$ cat config.mk
export PLATFORM = sky130hd
export DESIGN_NAME = alu_mc
export DESIGN_NICKNAME = d
export VERILOG_FILES = /design/src/rtl/alu_pkg.sv /design/src/rtl/alu_flag_gen.sv /design/src/rtl/alu_mc.sv
export SDC_FILE = /design/constraint.sdc
export NUM_CORES = 1
export LEC_CHECK = 0
export BUFFER_PORTS_ARGS = -buffer_cell sky130_fd_sc_hd__buf_2
export CAP_MARGIN = 25
export CORE_MARGIN = 2
export CORE_UTILIZATION = 60
export DETAILED_ROUTE_END_ITERATION = 10
export PLACE_DENSITY_LB_ADDON = 0.08
export SLEW_MARGIN = 20
export SYNTH_ARGS = -nofsm -noshare
export SYNTH_HDL_FRONTEND = slang
export SYNTH_HIERARCHICAL = 1
export SYNTH_SLANG_ARGS = --single-unit
$ cat constraint.sdc
create_clock -name clk -period 3.88 [get_ports clk]
set_clock_uncertainty 0.15 [all_clocks]
set_input_delay 0 -clock clk [delete_from_list [all_inputs] [get_ports clk]]
set_output_delay 0 -clock clk [all_outputs]
set_load 0.1 [all_outputs]
$ cat src/rtl/alu_pkg.sv
// Shared opcodes, FSM encoding and flag type for the multi-cycle ALU.
// ALU_MUL_EN selects whether opcode E is a multiply or an alias of PASS.
package alu_pkg;

  localparam logic [3:0] OpAdd  = 4'h0;
  localparam logic [3:0] OpAdc  = 4'h1;
  localparam logic [3:0] OpSub  = 4'h2;
  localparam logic [3:0] OpSbc  = 4'h3;
  localparam logic [3:0] OpAnd  = 4'h4;
  localparam logic [3:0] OpOr   = 4'h5;
  localparam logic [3:0] OpXor  = 4'h6;
  localparam logic [3:0] OpNot  = 4'h7;
  localparam logic [3:0] OpInc  = 4'h8;
  localparam logic [3:0] OpDec  = 4'h9;
  localparam logic [3:0] OpShl  = 4'hA;
  localparam logic [3:0] OpShr  = 4'hB;
  localparam logic [3:0] OpRol  = 4'hC;
  localparam logic [3:0] OpRor  = 4'hD;
  localparam logic [3:0] OpMul  = 4'hE;
  localparam logic [3:0] OpPass = 4'hF;

  localparam logic [1:0] StIdle = 2'd0;
  localparam logic [1:0] StExec = 2'd1;
  localparam logic [1:0] StDone = 2'd2;

  typedef struct packed {
    logic z;
    logic n;
    logic c;
    logic v;
  } flags_t;

  // PASS (and opcode E when no multiplier is built) leaves the CCR untouched.
  function automatic logic is_flag_op(input logic [3:0] op);
`ifdef ALU_MUL_EN
    return op != OpPass;
`else
    return (op != OpPass) && (op != OpMul);
`endif
  endfunction

  function automatic logic is_shift_op(input logic [3:0] op);
    return (op >= OpShl) && (op <= OpRor);
  endfunction

endpackage

$ cat src/rtl/alu_flag_gen.sv
// Combinational Z/N/C/V derivation from opcode, operand signs, raw carry and final result.
// Multiply-specific N/C rules exist only when ALU_MUL_EN is defined.
module alu_flag_gen
  import alu_pkg::*;
#(
  parameter int unsigned WIDTH = 8
) (
  input  logic [3:0]       op_i,
  input  logic             a_msb_i,
  input  logic             b_msb_i,
  input  logic [WIDTH-1:0] res_i,
  input  logic [WIDTH-1:0] res_hi_i,
  input  logic             carry_i,
  output flags_t           flags_o
);

  logic r_msb;
  assign r_msb = res_i[WIDTH-1];

  always_comb begin
    flags_o   = '0;
    // result_hi is zero for every non-multiply op, so this covers both cases.
    flags_o.z = ({res_hi_i, res_i} == '0);
    flags_o.n = r_msb;
    case (op_i)
      OpAdd, OpAdc: begin
        flags_o.c = carry_i;
        flags_o.v = (a_msb_i == b_msb_i) && (r_msb != a_msb_i);
      end
      OpSub, OpSbc: begin
        flags_o.c = carry_i;
        flags_o.v = (a_msb_i != b_msb_i) && (r_msb != a_msb_i);
      end
      OpInc: begin
        flags_o.c = carry_i;
        flags_o.v = ~a_msb_i & r_msb;
      end
      OpDec: begin
        flags_o.c = carry_i;
        flags_o.v = a_msb_i & ~r_msb;
      end
      OpShl, OpShr, OpRol, OpRor: flags_o.c = carry_i;
`ifdef ALU_MUL_EN
      OpMul: begin
        flags_o.n = res_hi_i[WIDTH-1];
        flags_o.c = (res_hi_i != '0);
      end
`endif
      default: ;
    endcase
  end

endmodule

$ cat src/rtl/alu_mc.sv
// Multi-cycle ALU feeding the CCR: one-cycle arith/logic, bit-serial shifts and
// shift-and-add multiply. Define ALU_MUL_EN to build the multiplier (opcode E).
module alu_mc
  import alu_pkg::*;
#(
  parameter int unsigned WIDTH = 8,
  parameter int unsigned SHW   = $clog2(WIDTH)
) (
  input  logic             clk,
  input  logic             rst,
  input  logic             start,
  input  logic [3:0]       op,
  input  logic [WIDTH-1:0] a,
  input  logic [WIDTH-1:0] b,
  input  logic             cin,
  output logic             busy,
  output logic             done,
  output logic [WIDTH-1:0] result,
  output logic [WIDTH-1:0] result_hi,
  output logic             Z,
  output logic             N,
  output logic             C,
  output logic             V,
  output logic             flag_en
);

  localparam int unsigned CW = $clog2(WIDTH) + 1;
  localparam logic [WIDTH:0] SumOne = {{WIDTH{1'b0}}, 1'b1};

  logic [1:0]       state_q, state_d;
  logic [3:0]       op_q, op_d;
  logic [WIDTH-1:0] acc_q, acc_d;
  logic [WIDTH-1:0] hi_q, hi_d;
  logic             wc_q, wc_d;
  logic [CW-1:0]    cnt_q, cnt_d;
  logic [WIDTH-1:0] res_q, res_d;
  logic [WIDTH-1:0] res_hi_q, res_hi_d;
  flags_t           flags_q, flags_d;
`ifdef ALU_MUL_EN
  logic [WIDTH-1:0] mcand_q, mcand_d;
  logic [WIDTH:0]   msum;
`endif

  logic [SHW-1:0]   shamt;
  logic [WIDTH:0]   sum;
  logic [WIDTH-1:0] sc_res;
  logic             sc_carry;
  logic [WIDTH-1:0] it_acc, it_hi;
  logic             it_c;
  logic             is_exec, iter_start;
  logic [3:0]       fg_op;
  logic             fg_a_msb;
  logic [WIDTH-1:0] fg_res, fg_hi;
  logic             fg_c;
  flags_t           fg_flags;

  assign shamt   = b[SHW-1:0];
  assign is_exec = (state_q == StExec);

`ifdef ALU_MUL_EN
  assign iter_start = (is_shift_op(op) && (shamt != '0)) || (op == OpMul);
`else
  assign iter_start = is_shift_op(op) && (shamt != '0);
`endif

  // Single-cycle datapath; shifts by zero and PASS fall through as result = a.
  always_comb begin
    sum      = '0;
    sc_res   = a;
    sc_carry = 1'b0;
    case (op)
      OpAdd: sum = {1'b0, a} + {1'b0, b};
      OpAdc: sum = {1'b0, a} + {1'b0, b} + {{WIDTH{1'b0}}, cin};
      OpSub: sum = {1'b0, a} - {1'b0, b};
      OpSbc: sum = {1'b0, a} - {1'b0, b} - {{WIDTH{1'b0}}, cin};
      OpInc: sum = {1'b0, a} + SumOne;
      OpDec: sum = {1'b0, a} - SumOne;
      OpAnd: sc_res = a & b;
      OpOr:  sc_res = a | b;
      OpXor: sc_res = a ^ b;
      OpNot: sc_res = ~a;
      default: ;
    endcase
    if ((op <= OpSbc) || (op == OpInc) || (op == OpDec)) begin
      sc_res   = sum[WIDTH-1:0];
      sc_carry = sum[WIDTH];
    end
  end

  // One shift step or one multiply step per EXEC cycle.
  always_comb begin
    it_acc = acc_q;
    it_hi  = hi_q;
    it_c   = wc_q;
`ifdef ALU_MUL_EN
    msum   = '0;
`endif
    case (op_q)
      OpShl: begin
        it_c   = acc_q[WIDTH-1];
        it_acc = {acc_q[WIDTH-2:0], 1'b0};
      end
      OpShr: begin
        it_c   = acc_q[0];
        it_acc = {1'b0, acc_q[WIDTH-1:1]};
      end
      OpRol: begin
        it_c   = acc_q[WIDTH-1];
        it_acc = {acc_q[WIDTH-2:0], acc_q[WIDTH-1]};
      end
      OpRor: begin
        it_c   = acc_q[0];
        it_acc = {acc_q[0], acc_q[WIDTH-1:1]};
      end
`ifdef ALU_MUL_EN
      OpMul: begin
        msum   = {1'b0, hi_q} + (acc_q[0] ? {1'b0, mcand_q} : '0);
        it_hi  = msum[WIDTH:1];
        it_acc = {msum[0], acc_q[WIDTH-1:1]};
      end
`endif
      default: ;
    endcase
  end

  always_comb begin
    fg_op    = is_exec ? op_q : op;
    fg_a_msb = is_exec ? acc_q[WIDTH-1] : a[WIDTH-1];
    fg_res   = is_exec ? it_acc : sc_res;
    fg_hi    = is_exec ? it_hi : '0;
    fg_c     = is_exec ? it_c : sc_carry;
  end

  alu_flag_gen #(
    .WIDTH(WIDTH)
  ) u_flag_gen (
    .op_i    (fg_op),
    .a_msb_i (fg_a_msb),
    .b_msb_i (b[WIDTH-1]),
    .res_i   (fg_res),
    .res_hi_i(fg_hi),
    .carry_i (fg_c),
    .flags_o (fg_flags)
  );

  always_comb begin
    state_d  = state_q;
    op_d     = op_q;
    acc_d    = acc_q;
    hi_d     = hi_q;
    wc_d     = wc_q;
    cnt_d    = cnt_q;
    res_d    = res_q;
    res_hi_d = res_hi_q;
    flags_d  = flags_q;
`ifdef ALU_MUL_EN
    mcand_d  = mcand_q;
`endif
    case (state_q)
      StIdle: begin
        if (start) begin
          op_d = op;
          if (iter_start) begin
            acc_d   = a;
            hi_d    = '0;
            wc_d    = 1'b0;
            cnt_d   = is_shift_op(op) ? CW'(shamt) : CW'(WIDTH);
`ifdef ALU_MUL_EN
            mcand_d = b;
`endif
            state_d = StExec;
          end else begin
            res_d    = sc_res;
            res_hi_d = '0;
            flags_d  = fg_flags;
            state_d  = StDone;
          end
        end
      end
      StExec: begin
        acc_d = it_acc;
        hi_d  = it_hi;
        wc_d  = it_c;
        cnt_d = cnt_q - CW'(1);
        if (cnt_q == CW'(1)) begin
          res_d    = it_acc;
          res_hi_d = it_hi;
          flags_d  = fg_flags;
          state_d  = StDone;
        end
      end
      default: state_d = StIdle;
    endcase
  end

  always_ff @(posedge clk) begin
    if (rst) begin
      state_q  <= StIdle;
      op_q     <= '0;
      acc_q    <= '0;
      hi_q     <= '0;
      wc_q     <= 1'b0;
      cnt_q    <= '0;
      res_q    <= '0;
      res_hi_q <= '0;
      flags_q  <= '0;
`ifdef ALU_MUL_EN
      mcand_q  <= '0;
`endif
    end else begin
      state_q  <= state_d;
      op_q     <= op_d;
      acc_q    <= acc_d;
      hi_q     <= hi_d;
      wc_q     <= wc_d;
      cnt_q    <= cnt_d;
      res_q    <= res_d;
      res_hi_q <= res_hi_d;
      flags_q  <= flags_d;
`ifdef ALU_MUL_EN
      mcand_q  <= mcand_d;
`endif
    end
  end

  assign busy      = (state_q != StIdle);
  assign done      = (state_q == StDone);
  assign flag_en   = done && is_flag_op(op_q);
  assign result    = res_q;
  assign result_hi = res_hi_q;
  assign Z         = flags_q.z;
  assign N         = flags_q.n;
  assign C         = flags_q.c;
  assign V         = flags_q.v;

endmodule

## Yosys cells after proc, flatten, opt, wreduce, memory -nomap -nowiden

Index checks and enable logic that the tools add are counted.

| cells by class | value |
|---|---|
| $add $sub $neg | 7 |
| magnitude comparators | 3 |
| equality and inequality tests | 34 |
| muxes and demuxes | 38 |
| bitwise logic cells | 8 |
| reductions and logical operators | 24 |

Operator list:

| operator | number |
|---|---|
| two-way mux 8 bit | 10 |
| one-hot mux 8 bit (4 select lines) | 2 |
| one-hot mux 9 bit (6 select lines) | 1 |
| equality test 4 bit, second input constant | 12 |
| one-hot mux 8 bit (2 select lines) | 3 |
| two-way mux 4 bit | 7 |
| equality test 4 x 2 -> 1 bit, second input constant | 4 |
| equality test 4 x 3 -> 1 bit, second input constant | 4 |
| logical NOT 16 bit | 1 |
| one-hot mux 4 bit (2 select lines) | 2 |
| equality test 4 x 1 -> 1 bit, second input constant | 3 |
| OR reduction 10 bit | 1 |
| adder 8 x 1 -> 9 bit, second input constant | 1 |
| adder 8 x 8 -> 9 bit | 1 |
| adder 9 x 1 -> 9 bit | 1 |
| subtractor 8 x 1 -> 9 bit, second input constant | 1 |
| subtractor 8 x 8 -> 9 bit | 1 |
| subtractor 9 x 1 -> 9 bit | 1 |
| bitwise AND 8 bit | 1 |
| logical NOT 4 bit | 2 |
| inequality test 4 bit, second input constant | 2 |
| inverter 8 bit | 1 |
| OR 8 bit | 1 |
| OR reduction 2 bit | 4 |
| 26 further kinds | 47 |

| word-level totals | value |
|---|---|
| register bits | 39 |
| bits of input ports | 24 |
| output and inout port bits | 23 |

## Depth between registers and ports, before layout

Gate-level depths: netlist of run 1.

| logic depth | value |
|---|---|
| depth after elaboration | 11 |
| depth in mapped cells | 19 |

## Cells and area by module

The synthesis of run 1 kept the hierarchy.

By module, submodules not included:

| module | instances | cells each | area an instance (sq um) |
|---|---|---|---|
| alu_mc | 1 | 531 | 3971.3 |
| alu_flag_gen | 1 | 19 | 137.6 |

## Least setup slack after synthesis of run 1

OpenSTA, ideal clock, no wires.

| timing path | value |
|---|---|
| kind | input to register |
| start point | input port a[0] |
| end point | register flags_q (netlist bit V) |
| library setup time | 0.067 ns |
| data arrival time | 3.377 ns |
| required time | 3.663 ns |
| path slack | 0.286 ns |
| stages on the path | 15 |
| path buffers | 0 |
| path through | inv_1 -> ha_1 -> fa_1 -> nor3_4 -> or4_1 -> nand4_2 -> or4_4 -> nor4_2 -> nor3_1 -> a21oi_1 -> ha_1 -> or4_1 -> a31oi_1 -> mux2i_1 -> nor2_1 |

RTL lines:

| what | line | source |
|---|---|---|
| from (decl) | alu_mc.sv:13 | `input logic [WIDTH-1:0] a,` |
| to (signal assigned) | alu_mc.sv:219 | `flags_q <= flags_d;` |
| to (decl) | alu_mc.sv:38 | `flags_t flags_q, flags_d;` |

==> results of run 1 <==
flip-flops by register name, indices dropped and copies added, names as in the netlist:
signal	count
op_q	4
result	8
C	1
N	1
Z	1
state_q	2
acc_q	8
V	1
wc_q	1
cnt_q	4
repair_timing:
action                                  in CTS  in global routing
hold buffers                                 1                  0
endpoints found under the hold margin        1                  0
endpoints found under the setup margin       0                  0
final timing paths:
path / start / to / slack, ns / cells past startpoint
worst max-delay path: a[0] / V$_SDFFE_PP0P_ / 0.31 / 16
worst min-delay path: b[0] / cnt_q[0]$_SDFFE_PP0P_ / 0.05 / 5
worst max register to register: op_q[1]$_SDFFE_PP0P_ / V$_SDFFE_PP0P_ / 0.87 / 11
worst min register to register: wc_q$_SDFFE_PP0P_ / wc_q$_SDFFE_PP0P_ / 0.31 / 2
through the flow:
stage / power (uW) / cells / area, sq um / hold WS, ns / setup slack, ns
floorplan: 859 / 565 / 4170 / -0.0473 / 0.286
detailed placement: 1020 / 682 / 4540 / 0.292 / 0.0533
finish: 1310 / 691 / 4650 / 0.0462 / 0.309
global route: 1370 / 691 / 4650 / 0.0903 / 0.138
global placement: 1010 / 682 / 4540 / 0.281 / 0.101
CTS: 1300 / 691 / 4650 / 0.0418 / 0.332
critical path, cell delays in order:
cell and delay (ns):
buf_2 0.13, buf_4 0.16, ha_1 0.26, fa_1 0.43, a21o_1 0.20, a21oi_1 0.18
xnor2_1 0.21, nand3_1 0.22, o211a_1 0.26, nor3_1 0.30, a21oi_1 0.17, ha_1 0.32
or4_1 0.47, a31oi_1 0.17, mux2i_1 0.09, nor2_1 0.08
logic make-up after synthesis:
| logic type | count (synthesis) |
|---|---|
| simple gates | 199 |
| compound gates | 145 |
| buf+inv | 80 |
| fa+ha+maj | 42 |
| mux | 32 |
| flops | 31 |
| xor+xnor | 20 |
| other cells | 1 |
metal layers:
layer | part of all wire, % | routed length, um
met1 | 43 | 5240
met2 | 48 | 5960
met3 | 5.9 | 724
met4 | 3.2 | 395
met5 | 0 | 0
power by group through the flow:
stage	registers, uW	logic [uW]	clock network (uW)
finish	360	665	283
global route	362	717	295
CTS	360	655	286
detailed placement	367	651	0
global placement	366	640	0
floorplan	426	432	0
cells in the final DEF (no fill, tap or decap), types with 11 or more instances in the layout:
cell	n
a21oi_1	37
buf_4	35
mux2i_1	20
buf_2	38
xnor2_1	15
conb_1	16
a211oi_1	13
nor2_1	67
inv_1	44
nor3_1	22
ha_1	39
dfxtp_1	31
nand2_1	40
o21ai_0	29
nand2b_1	11
nand3_1	11
cell type report:
type                    count  share of cell area, %
multi-input cells         454                   68.8
flip-flops and latches     31                   13.4
repair buffers             74                   9.96
inverters                  44                   3.56
clock buffers               8                   2.15
well taps                  80                   2.15
==> reports/metrics.yaml, run 1 <==
floorplanning:
  std_cell_rows: 30
  die_x_um: 86.8
  dieHeight_um: 86.8
  ios: 47
  core-area_sq_um: 6720
  die_area_sq_um: 7530
  initial_core_util_pct: 61.2
power_and_ir_drop:
  p_seq_share_pct: 27.5
  leakagePower_uw: 0.00209
  switchingPower_uw: 579
  power.density_nw_per_um2: 282
  p_int_uw: 729
  comb_power_share_pct: 50.8
  switching_share_pct: 44.2
  p_clk_share_pct: 21.7
  max-vdd-ir-drop_v: 0.000118
place:
  gp_congestion: 1.03
  io_buffers: 38
  dpl.hpwl_um: 9840
cells_and_area:
  ff_latch_area_sq_um: 621
  multi_input_comb_area_sq_um: 3200
  final_util_pct: 69.1
  drive_above_1_share_pct: 17.0
  nets: 676
  syn2layout_area_growth_pct: 13.1
  antenna_cells: 0
  fillers: 590
clock_network:
  cts_setup_buffers: 0
  cts_resized: 0
  clk_path_buf_depth: 2
  clkSinkCount: 31
  path_clk_slew_ns: 0.07
  htreeDepth: 2
  cts_tree: "built"
  clk_latency_ns: 0.29
  cts_buffers: 5
  ctsRootBufferMaster: "clkbuf_8"
logic_synthesis:
  synth_top_area_share_pct: 15.1
  synth.area.mux_share_pct: 10.4
  yosysWarnings: 6
  synth-seq-cells: 31
  synth_seq_area_share_pct: 15.1
  yosysMostFrequentCell: "nor2_1"
  synth_compound_area_share_pct: 24.1
  synth_cells: 550
  synth-xor-area-share_pct: 4.26
  synth_area_leaders: "dfxtp_1 15%, ha_1 12%, nor2_1 6.1%"
  synth_edf_count: 0
  synth_area_leader_cell: "dfxtp_1"
  async_flop_share_pct: 0
  syn_area_per_cell_sq_um: 7.47
  synth_common_cells: "67 x nor2_1, 44 x inv_1, 40 x nand2_1"
  synth_top_family_by_area: "simple AND/OR/NAND/NOR gates"
  synth-simple-area-share_pct: 24.2
  syn_area_sq_um: 4110
  ys_types: 76
  synth_ff_type: "dfxtp_1"
  synthAdderAreaFrac_pct: 13.3
critical_path:
  cp_data_arrival_time_ns: 3.64
  setup.worst_path.start_class: "input pin"
  worstSetupPathType: "input pin to register"
  required_ns: 3.95
  crit_path_max_fanout: 5
  endpoint_kind: "register"
sta:
  setup_violations: 0
  hold_viol_final: 0
  fin_crit_sh_pct: 92.0
  setup_tns_ns: 0
  fmaxAchievable_ghz: 0.280
  slew_violations: 0
  timing.slew.headroom_pct: 49.9
  worst_pin_slew_ns: 0.751
  rsz0062_at_grt: "no"
  min_period_ns: 3.57
grt:
  antenna_found_initial: 0
  grt_max_degree: 33
  grt_pass1_vias: 4046
  grt_pass1_wl_um: 19900
  grt-busiest-layer: "met2"
  use_met3_pct: 3.52
  met2_usage_pct: 58.0
  grt_usage_pct: 33.8
  globalRouteMet1Util_pct: 43.2
  gr-total-overflow: 0
drt:
  drt_iter0_drc: 317
  vias_per_cell: 6.20
  num_vias: 4287
  routed_wl_um: 12300
  drc: 0
  antenna_left: 0
  wl_per_cell_um: 17.8
  drtPass1Iterations: 5
min_path:
  holdCritPathClass: "input pin to register"
job:
  maxCapViolCount: 0
outcome:
  status: "finished clean"
(Power assumes the default switching activity.)
==> run 2: changes to the inputs <==
--- a/config.mk
+++ b/config.mk
@@ -7,7 +7,7 @@
 export LEC_CHECK = 0
 export BUFFER_PORTS_ARGS = -buffer_cell sky130_fd_sc_hd__buf_2
 export CAP_MARGIN = 25
-export CORE_MARGIN = 2
+export CORE_MARGIN = 1
 export CORE_UTILIZATION = 60
 export DETAILED_ROUTE_END_ITERATION = 10
 export PLACE_DENSITY_LB_ADDON = 0.08
==> reports/metrics.yaml, run 2 (synthesis results as in run 1) <==
floorplanning:
  core-area_sq_um: 6490
  ios: 47
  std_cell_rows: 29
  die_x_um: 84.8
  initial_core_util_pct: 63.3
  dieHeight_um: 84.8
  die_area_sq_um: 7180
clock_network:
  cts_resized: 0
  path_clk_slew_ns: 0.07
  clkSinkCount: 31
  cts_buffers: 5
  cts_tree: "built"
  cts_hold_buf: 0
  clk_path_buf_depth: 2
  cts_setup_buffers: 0
  clk_latency_ns: 0.29
  ctsRootBufferMaster: "clkbuf_8"
  htreeDepth: 2
cells_and_area:
  final_cells: 687
  layout_common_cells: "67 x nor2_1, 44 x inv_1, 40 x nand2_1, 39 x ha_1, 38 x buf_2"
  antenna_cells: 0
  final_util_pct: 71.6
  drive_above_1_share_pct: 17.2
  nets: 675
  syn2layout_area_growth_pct: 13.2
  final_common_cell: "nor2_1"
drt:
  vias_per_cell: 6.38
  num_vias: 4383
  drt_iter0_drc: 353
  drc: 4
  antenna_left: 0
  wl_per_cell_um: 18.6
  routed_wl_um: 12800
  drtPass1Iterations: 8
critical_path:
  setup.worst_path.start_class: "input pin"
  cpPeakStageDelay_ns: 0.55
  crit_path_top_delay_cell: "or4_4"
  timing.rr.start: "op_q[1]$_SDFFE_PP0P_"
  r2r-end: "V$_SDFFE_PP0P_"
  rrSetupSlack_ns: 0.74
  cp_top_family: "simple AND/OR/NAND/NOR gates"
  cp_data_arrival_time_ns: 3.68
  worstSetupPathType: "input pin to register"
  endpoint_kind: "register"
  reg2reg_depth: 11
  crit_buf_inv: 2
  worstPathCellList: "buf_2, inv_1, ha_1, fa_1, nor3_4, or4_1, nand4_2, or4_4, nor4_2, nor3_1, a21oi_1, ha_1, or4_1, a31oi_1, mux2i_1, nor2_1"
  crit_path_max_fanout: 3
  required_ns: 3.95
sta:
  holdWs_ns: 0.00580
  setup_tns_ns: 0
  fin_crit_sh_pct: 93.0
  rsz0062_at_grt: "no"
  fmaxAchievable_ghz: 0.277
  hold_viol_final: 0
  timing.slew.headroom_pct: 51.8
  setup_violations: 0
  slew_violations: 0
  worst_pin_slew_ns: 0.724
  min_period_ns: 3.61
job:
  maxCapViolCount: 0
power_and_ir_drop:
  leakagePower_uw: 0.00209
  total_power_uw: 1370
  p_clk_share_pct: 24.7
  switching_share_pct: 43.2
  max-vdd-ir-drop_v: 0.000183
  comb_power_share_pct: 48.9
  p_seq_share_pct: 26.4
  power.density_nw_per_um2: 294
  p_int_uw: 776
  switchingPower_uw: 591
grt:
  grt_usage_pct: 37.6
  grt_pass1_wl_um: 21200
  gr-total-overflow: 0
  grt_pass1_vias: 4304
  antenna_found_initial: 0
  grt_max_degree: 33
place:
  gp_congestion: 0.984
  io_buffers: 38
  dpl.hpwl_um: 10100
  numPlacedInstances: 679
min_path:
  hold_start: "op[3]"
  hold_end: "op_q[3]$_SDFFE_PP0P_"
  holdCritPathClass: "input pin to register"
  min_path_cells: 4
outcome:
  violations: "design-rule violations"
  status: "finished, violations left"
## run 2: changes by cell type in the layout (fill, tap and decap cells not counted)
| cell | before | now |
|---|---|---|
| clkinv_2 | 0 | 1 |
| clkbuf_8 | 7 | 6 |
| clkbuf_1 | 1 | 0 |
| dlygate4sd3_1 | 1 | 0 |
| bufinv_16 | 0 | 1 |
## run 2: worst max path at each step
stage	start	endpoint	slack, ns	depth (start not counted)
2_1_floorplan	a[0]	V$_SDFFE_PP0P_	0.29	15
3_3_place_gp	a[0]	V$_SDFFE_PP0P_	0.13	16
3_5_place_dp	a[0]	V$_SDFFE_PP0P_	0.05	16
4_1_cts	a[0]	V$_SDFFE_PP0P_	0.31	16
5_1_grt	op[3]	V$_SDFFE_PP0P_	0.06	17
6_report	a[0]	V$_SDFFE_PP0P_	0.27	16
## run 2: tightest hold or removal path, stage by stage
cell and delay (ns):
buf_2 0.09, buf_4 0.16, a21oi_1 0.09, nor2_1 0.07
## run 2: area by class of cell
type / instances / area, sq um
clock buffer: 6 / 82.6
clock inverter: 2 / 35.0
fill: 544 / 1850
inverter: 44 / 165
multi-input combinational: 454 / 3200
sequential: 31 / 621
tap: 77 / 96.3
timing repair buffer: 73 / 453
## run 2: power by group through the flow
stage          sequential (uW)  combinational, uW  clock [uW]
6_report                   361                668         337
5_1_grt                    364                723         356
2_1_floorplan              426                432           0
4_1_cts                    360                658         335
3_3_place_gp               366                643           0
3_5_place_dp               367                654           0
## run 2: stage by stage
step | instance area [sq um] | setup WS, ns
detailed placement | 4530 | 0.0469
global route | 4650 | 0.0575
global placement | 4530 | 0.135
finish | 4650 | 0.270
floorplan | 4170 | 0.286
CTS | 4650 | 0.305
## run 2: layer usage
layer	GRT usage, %	wire length, um	vias to the layer above
met5	0	0	-
met3	6.29	916	48
met4	17.1	563	0
met1	44.9	5200	2050
met2	66.1	6080	201
li1	-	-	2084
==> run 3: changes to the inputs <==
--- a/config.mk
+++ b/config.mk
@@ -9,6 +9,7 @@
 export CAP_MARGIN = 25
 export CORE_MARGIN = 1
 export CORE_UTILIZATION = 60
+export CTS_BUF_LIST = sky130_fd_sc_hd__clkbuf_2
 export DETAILED_ROUTE_END_ITERATION = 10
 export PLACE_DENSITY_LB_ADDON = 0.08
 export SLEW_MARGIN = 20
==> reports/metrics.yaml, run 3 (synthesis results as in run 1) <==
cells_and_area:
  final_cells: 697
  final_cell_area_sq_um: 4750
  drive_above_1_share_pct: 18.1
  layout_common_cells: "67 x nor2_1, 43 x inv_1, 40 x nand2_1, 38 x ha_1, 38 x buf_2"
  final_common_cell: "nor2_1"
  nets: 685
  syn2layout_area_growth_pct: 15.5
  antenna_cells: 0
  fillers: 544
critical_path:
  worstSetupPathType: "input pin to register"
  reg2reg_depth: 11
  worstPathCellList: "dlygate4sd3_1, buf_2, buf_4, ha_1, o311ai_0, a21oi_1, or4_4, o211a_1, nor3_1, a21oi_2, ha_1, or4_1, a31oi_1, mux2i_1, nor2_1"
  crit_path_top_delay_cell: "or4_4"
  path_common_cell: "ha_1"
  cp_top_family: "simple AND/OR/NAND/NOR gates"
  crit_path_max_fanout: 6
  setup.worst_path.start_class: "input pin"
  required_ns: 4.06
  cp_num_cells: 15
  endpoint_kind: "register"
  crit_buf_inv: 3
  cpPeakStageDelay_ns: 0.58
  cp_data_arrival_time_ns: 3.98
min_path:
  min_path_cells: 5
  holdCritPathClass: "input pin to register"
floorplanning:
  dieHeight_um: 84.8
  ios: 47
  die_area_sq_um: 7180
  std_cell_rows: 29
  initial_core_util_pct: 63.3
  die_x_um: 84.8
  core-area_sq_um: 6490
place:
  dpl-instance-area_sq_um: 4530
  gp_congestion: 0.984
  numPlacedInstances: 679
  io_buffers: 38
  place_ws_ns: 0.0469
  dpl.hpwl_um: 10100
grt:
  grt_usage_pct: 37.6
  grt_pass1_wl_um: 21200
  antenna_found_initial: 0
  grt_pass1_vias: 4287
  gr-total-overflow: 0
  grt_max_degree: 33
outcome:
  violations: "design-rule violations"
  status: "finished, violations left"
drt:
  drc: 4
  vias_per_cell: 6.31
  routed_wl_um: 12800
  num_vias: 4396
  wl_per_cell_um: 18.4
  drt_iter0_drc: 351
  drtPass1Iterations: 11
  antenna_left: 0
power_and_ir_drop:
  switching_share_pct: 46.1
  leakagePower_uw: 0.00213
  switchingPower_uw: 587
  p_int_uw: 686
  comb_power_share_pct: 53.8
  max-vdd-ir-drop_v: 0.000127
  power.density_nw_per_um2: 268
  p_clk_share_pct: 17.8
  p_seq_share_pct: 28.4
job:
  maxCapViolCount: 0
sta:
  fin_crit_sh_pct: 97.9
  hold_viol_final: 0
  rsz0062_at_grt: "yes"
  fmaxAchievable_ghz: 0.263
  slew_violations: 0
  min_period_ns: 3.80
  worst_pin_slew_ns: 0.742
  timing.slew.headroom_pct: 50.5
  setup_violations: 0
  setup_slack_ns: 0.0801
clock_network:
  ctsRootBufferMaster: "clkbuf_2"
  clk_latency_ns: 0.38
  clkSinkCount: 31
  htreeDepth: 2
  clk_path_buf_depth: 2
  path_clk_slew_ns: 0.18
  cts_tree: "built"
  cts_buffers: 5
-- run 3: metal layers --
metal / vias to the layer above / track usage, % / part of all wire [%]
li1: 2098 / - / -
met1: 2068 / 45.7 / 41
met2: 195 / 66.1 / 49
met3: 35 / 5.31 / 7.0
met4: 0 / 16.2 / 3.4
met5: - / 0 / 0
-- run 3: power by group through the flow --
| stage | clock network, uW | logic (uW) | registers [uW] |
|---|---|---|---|
| after floorplan | 0 | 432 | 426 |
| after global placement | 0 | 643 | 366 |
| after detailed placement | 0 | 654 | 367 |
| after CTS | 226 | 664 | 360 |
| after global routing | 245 | 740 | 364 |
| final | 227 | 685 | 361 |
-- run 3: worst reg2reg max path: cells and delay by family, from the launching register on --
family          cells  cell delay, ns
compound gates      4            0.98
simple gates        4            0.87
flops               1            0.49
fa+ha+maj           1            0.27
xor+xnor            1            0.13
mux                 1            0.09
-- run 3: final timing paths --
kind,from,to,slack (ns)
worst max-delay path,a[1],V$_SDFFE_PP0P_,0.08
worst min-delay path,start,op_q[0]$_SDFFE_PP0P_,0.02
worst max register to register,op_q[1]$_SDFFE_PP0P_,V$_SDFFE_PP0P_,0.86
worst min register to register,wc_q$_SDFFE_PP0P_,wc_q$_SDFFE_PP0P_,0.33
-- run 3: stage by stage --
step	total power, uW	TNS [ns]	hold WS (ns)	util [%]
finish	1270	0	0.0208	73.1
detailed placement	1020	0	0.297	69.8
CTS	1250	0	0.0144	72.3
global placement	1010	0	0.260	69.8
global route	1350	-0.00721	0.0427	73.1
floorplan	859	0	-0.0473	-
-- run 3: timing repair --
| action | 4_1_cts | 5_1_grt |
|---|---|---|
| setup endpoints to repair | 0 | 2 |
| hold buffers | 10 | 0 |
| endpoints found under the hold margin | 16 | 0 |
| resized for setup | 0 | 10 |
| buffers inserted | 0 | 0 |
-- run 3: cell type report --
class                      count  area [sq um]  area share (%)
multi-input combinational    454          3250            68.4
sequential                    31           621            13.1
timing repair buffer          83           553            11.6
inverter                      44           165            3.48
tap                           77          96.3            2.03
clock inverter                 3          38.8           0.817
clock buffer                   5          25.0           0.527
